File: src/rtl/merge_pkg.sv
// Shared types for the two-way sorted merge.
package merge_pkg;

  localparam int MERGE_WIDTH_DEFAULT = 8;

  typedef enum logic [1:0] {
    BOTH   = 2'd0,
    ONLY_A = 2'd1,
    ONLY_B = 2'd2
  } merge_state_t;

endpackage

File: src/rtl/merge_select.sv
// Head selection for the merge: one compare per cycle, picks which input
// (if any) is popped this cycle given the state and output availability.
module merge_select
  import merge_pkg::*;
#(
  parameter int WIDTH = MERGE_WIDTH_DEFAULT
) (
  input  logic [WIDTH-1:0] a_data,
  input  logic             a_valid,
  input  logic [WIDTH-1:0] b_data,
  input  logic             b_valid,
  input  merge_state_t     state,
  input  logic             load,
  output logic             sel_a,
  output logic             sel_b,
  output logic             le
);

  // Ties resolve towards A so equal keys keep their A-before-B order.
  assign le = (a_data <= b_data);

  // Pop at most one head; in BOTH a lone valid head never pops.
  always_comb begin
    sel_a = 1'b0;
    sel_b = 1'b0;
    unique case (state)
      BOTH: begin
        if (a_valid && b_valid && load) begin
          sel_a = le;
          sel_b = !le;
        end
      end
      ONLY_A:  sel_a = a_valid && load;
      ONLY_B:  sel_b = b_valid && load;
      default: ;
    endcase
  end

endmodule

File: src/rtl/sorted_merge8.sv
// Streaming two-way merge of ascending runs into one ascending run.
//
//   state  | meaning
//   BOTH   | neither run finished; compare heads
//   ONLY_A | B run finished; pass A through until its last
//   ONLY_B | A run finished; pass B through until its last
module sorted_merge8
  import merge_pkg::*;
#(
  parameter int WIDTH = MERGE_WIDTH_DEFAULT
) (
  input  logic             clk,
  input  logic             rst,
  input  logic [WIDTH-1:0] a_data,
  input  logic             a_last,
  input  logic             a_valid,
  output logic             a_ready,
  input  logic [WIDTH-1:0] b_data,
  input  logic             b_last,
  input  logic             b_valid,
  output logic             b_ready,
  output logic [WIDTH-1:0] out_data,
  output logic             out_last,
  output logic             out_valid,
  input  logic             out_ready,
  output logic             order_err
);

  merge_state_t     state;
  merge_state_t     state_nxt;
  logic             load;
  logic             sel_a;
  logic             sel_b;
  logic             le;
  logic             last_nxt;
  logic [WIDTH-1:0] held_a;
  logic [WIDTH-1:0] held_b;
  logic             in_run_a;
  logic             in_run_b;
  logic             bad_a;
  logic             bad_b;

  assign load = !out_valid || out_ready;

  merge_select #(.WIDTH(WIDTH)) u_select (
    .a_data  (a_data),
    .a_valid (a_valid),
    .b_data  (b_data),
    .b_valid (b_valid),
    .state   (state),
    .load    (load),
    .sel_a   (sel_a),
    .sel_b   (sel_b),
    .le      (le)
  );

  // Readies are held low through reset so nothing is consumed then dropped.
  assign a_ready = sel_a && !rst;
  assign b_ready = sel_b && !rst;

  // A descending step inside a run is an upstream ordering fault.
  assign bad_a = in_run_a && (a_data < held_a);
  assign bad_b = in_run_b && (b_data < held_b);

  // Next state and end-of-merged-run flag from the popped element.
  always_comb begin
    state_nxt = state;
    last_nxt  = 1'b0;
    unique case (state)
      BOTH: begin
        if (sel_a && a_last) state_nxt = ONLY_B;
        else if (sel_b && b_last) state_nxt = ONLY_A;
      end
      ONLY_A: begin
        if (sel_a && a_last) begin
          state_nxt = BOTH;
          last_nxt  = 1'b1;
        end
      end
      ONLY_B: begin
        if (sel_b && b_last) begin
          state_nxt = BOTH;
          last_nxt  = 1'b1;
        end
      end
      default: state_nxt = BOTH;
    endcase
  end

  // State register and output register; a pop refills even while draining.
  always_ff @(posedge clk) begin
    if (rst) begin
      state     <= BOTH;
      out_valid <= 1'b0;
      out_last  <= 1'b0;
      out_data  <= '0;
    end else begin
      state <= state_nxt;
      if (sel_a || sel_b) begin
        out_valid <= 1'b1;
        out_data  <= sel_a ? a_data : b_data;
        out_last  <= last_nxt;
      end else if (out_ready) begin
        out_valid <= 1'b0;
      end
    end
  end

  // Per-stream order checkers; order_err is sticky until reset.
  always_ff @(posedge clk) begin
    if (rst) begin
      held_a    <= '0;
      held_b    <= '0;
      in_run_a  <= 1'b0;
      in_run_b  <= 1'b0;
      order_err <= 1'b0;
    end else begin
      if (a_ready) begin
        held_a   <= a_data;
        in_run_a <= !a_last;
        if (bad_a) order_err <= 1'b1;
      end
      if (b_ready) begin
        held_b   <= b_data;
        in_run_b <= !b_last;
        if (bad_b) order_err <= 1'b1;
      end
    end
  end

endmodule

File: config.mk
export PLATFORM = sky130hd
export DESIGN_NAME = sorted_merge8
export DESIGN_NICKNAME = d
export VERILOG_FILES = /design/src/rtl/merge_pkg.sv /design/src/rtl/merge_select.sv /design/src/rtl/sorted_merge8.sv
export SDC_FILE = /design/constraint.sdc
export NUM_CORES = 1
export LEC_CHECK = 0
export CAP_MARGIN = 20
export CORE_UTILIZATION = 52
export DETAILED_ROUTE_END_ITERATION = 12
export GPL_ROUTABILITY_DRIVEN = 0
export PLACE_DENSITY = 0.79
export SYNTH_ARGS = -nofsm -noshare
export SYNTH_HDL_FRONTEND = slang
export SYNTH_SLANG_ARGS = --single-unit
export TNS_END_PERCENT = 10
File: constraint.sdc
create_clock -name clk -period 2.28 [get_ports clk]
set_clock_uncertainty 0.1 [all_clocks]
set_input_delay 0.228 -clock clk [delete_from_list [all_inputs] [get_ports clk]]
set_output_delay 0.228 -clock clk [all_outputs]
set_load 0.03 [all_outputs]
==> flow_summary.yaml <==
run_status:
  status: "finished clean"
clock_network:
  cts-root-buf: "clkbuf_8"
  clk_path_buf_depth: 2
  h-tree-depth: 2
  clk-insertion-delay-late_ns: 0.28
  clock-sinks: 31
  cts_buffers: 5
  cts_hold_buf: 0
  cts_tree: "built"
  clk_pin_slew_worst_paths_ns: 0.07
power:
  swShare_pct: 35.6
  p_leak_uw: 0.00120
  seq_power_share_pct: 33.1
  peakVddDrop_mv: 0.355
  power.internal_uw: 1320
  power_switching_uw: 732
  clockPowerShare_pct: 21.7
  pwr_density_cell_nw_per_um2: 714
  p_comb_share_pct: 45.2
floorplanning:
  io_pins: 36
  start_util_pct: 54.3
  die_w_um: 63.8
  num_rows: 22
  core_area_um2: 3660
  fp.dieH_um: 63.8
  die_area_um2: 4070
job:
  maxCapViolCount: 0
global_routing:
  grt_usage_pct: 27.9
  grt_pass1_wl_um: 8740
  grt_pass1_vias: 1953
  grt_max_degree: 15
  grt-ovfl-total: 0
  antenna_found_initial: 0
setup_path:
  worstPathRequired_ns: 1.95
  worstSetupEndpoint: "b_ready"
  r2r_cells: 11
  reg2reg_setup_slack_ns: 0.19
  r2r_end: "state[1]$_SDFFE_PP0P_"
  critPathKind: "input pin to primary output"
  crit_start: "a_data[7]"
  end_kind: "primary output"
  cp-start-kind: "input pin"
  r2r-start: "state[0]$_SDFFE_PP0P_"
  worstPathMaxFanout: 4
  worstPathArrival_ns: 1.89
detailed_routing:
  routed-wl-met3_um: 234
  top_layer_used: "met4"
  drt_iter0_drc: 74
  antenna_left: 0
  firstDrtPassIters: 5
  vias: 1963
  wire_per_inst_um: 15.1
  wl_met2_um: 2530
  wl_um: 5300
  drc_errors: 0
  drt-vias-per-instance: 5.61
  drt-met1-wl_um: 2470
place:
  io_buffers: 35
  hpwlAfterDp_um: 3710
sta:
  worst_pin_slew_ns: 0.332
  rsz0062_at_grt: "false"
  setup_viol: 0
  tns_ns: 0
  fmaxAchievable_mhz: 451
  drv_slew: 0
  final_hold_viol_count: 0
  worst_hold_slack_ns: 0.349
  maxSlewHeadroom_pct: 77.9
  finalCritPeriodShare_pct: 97.3
  fin_crit_ns: 2.22
synthesis:
  synth.top_cell.area_share_pct: 31.2
  synth_cells: 226
  ys_ff_latch: 31
  synth.avg_cell_area_um2: 8.80
  ys.flop_type: "dfxtp_1"
  yosysTopAreaCell: "dfxtp_1"
  synth_area_um2: 1990
  synth.area.top_cells: "dfxtp_1 (31%), ha_1 (16%), mux2i_1 (13%)"
  synthesis.nets: 274
  ys_types: 43
  synth-edff-count: 0
  ys_seq_area_share_pct: 31.2
  yosysWarningCount: 0
  synthArstFlopShare_pct: 0
finish:
  area_growth_pct: 44.8
  nFillCells: 231
  drive_gt1_share_pct: 28.1
  antenna_cells: 0
  final_common_cell: "buf_4"
  mostFrequentLayoutCells: "buf_4 (42), dfxtp_1 (29), mux2i_1 (25)"
  nets: 350
min_path:
  hold_path.class: "input pin to flip-flop"
  hold_start: "b_data[7]"
[kinds of logic after synthesis]
family	share of synthesized area, %
compound gates	19.3
buf+inv	8.68
mux	12.6
fa+ha+maj	15.7
simple gates	12.5
flops	31.2
[per-stage QoR]
step,setup slack [ns],utilization (%),area (um2),cells,total power [uW]
floorplan,0.0158,-,1990,226,1190
global route,0.00795,78.6,2880,350,2180
detailed placement,-0.370,70.3,2570,333,1480
CTS,0.00920,78.1,2860,350,2010
global placement,-0.356,70.3,2570,333,1450
finish,0.0616,78.6,2880,350,2050
[worst min-delay path by stage]
stage                                         to  cells past startpoint
after CTS                 held_b[2]$_SDFFE_PP0P_                      4
after detailed placement   in_run_a$_SDFFE_PP0P_                      2
after global placement     in_run_a$_SDFFE_PP0P_                      2
after global routing      held_b[7]$_SDFFE_PP0P_                      4
final                     held_b[7]$_SDFFE_PP0P_                      4
after floorplan           held_a[0]$_SDFFE_PP0P_                      2
[critical path, stage by stage]
cell	delay (ns)
dlygate4sd2_1	0.30
ha_4	0.31
nand4_1	0.18
nor3_4	0.18
o21ai_2	0.09
a21boi_2	0.19
buf_6	0.13
and2_1	0.14
buf_6	0.13
[metal layers]
| layer | track usage, % | vias up |
|---|---|---|
| met3 | 6.96 | 8 |
| met1 | 34.4 | 946 |
| met5 | 0 | - |
| li1 | - | 951 |
| met4 | 11.4 | 0 |
| met2 | 46.1 | 58 |
[synth_stat cells, types with 4 or more instances]
| library cell | count |
|---|---|
| a21o_1 | 5 |
| a21oi_1 | 19 |
| buf_6 | 4 |
| clkbuf_1 | 4 |
| dfxtp_1 | 31 |
| ha_1 | 25 |
| inv_1 | 28 |
| mux2i_1 | 25 |
| nand2_1 | 4 |
| nand2b_1 | 5 |
| nor2_1 | 21 |
| o21ai_0 | 11 |
[power groups by stage]
| stage | Combinational (uW) | Sequential (uW) | Clock (uW) |
|---|---|---|---|
| after floorplan | 446 | 749 | 0 |
| after global placement | 770 | 684 | 0 |
| after detailed placement | 791 | 686 | 0 |
| after CTS | 880 | 675 | 451 |
| after global routing | 1000 | 689 | 483 |
| final | 929 | 679 | 446 |
[area by class of cell]
| cell class | count | area (um2) | share of cell area (%) |
|---|---|---|---|
| multi-input cells | 158 | 1340 | 46.7 |
| repair buffers | 78 | 659 | 22.9 |
| flip-flops and latches | 31 | 623 | 21.6 |
| inverters | 28 | 105 | 3.65 |
| clock buffers | 6 | 82.6 | 2.87 |
| well taps | 48 | 60.1 | 2.09 |
| clock inverters | 1 | 5.00 | 0.174 |
[registers in the layout (all words and copies together), names as in the netlist]
signal / flops
state: 2
out_valid: 1
in_run_b: 1
held_a: 8
out_last: 1
out_data: 8
held_b: 8
order_err: 1
in_run_a: 1
[timing repair]
item                       CTS  global route
buffers inserted            10             0
setup endpoints to repair   11             9
resized for setup           43             8
pin swaps                   11             4
(Power assumes the default switching activity.)
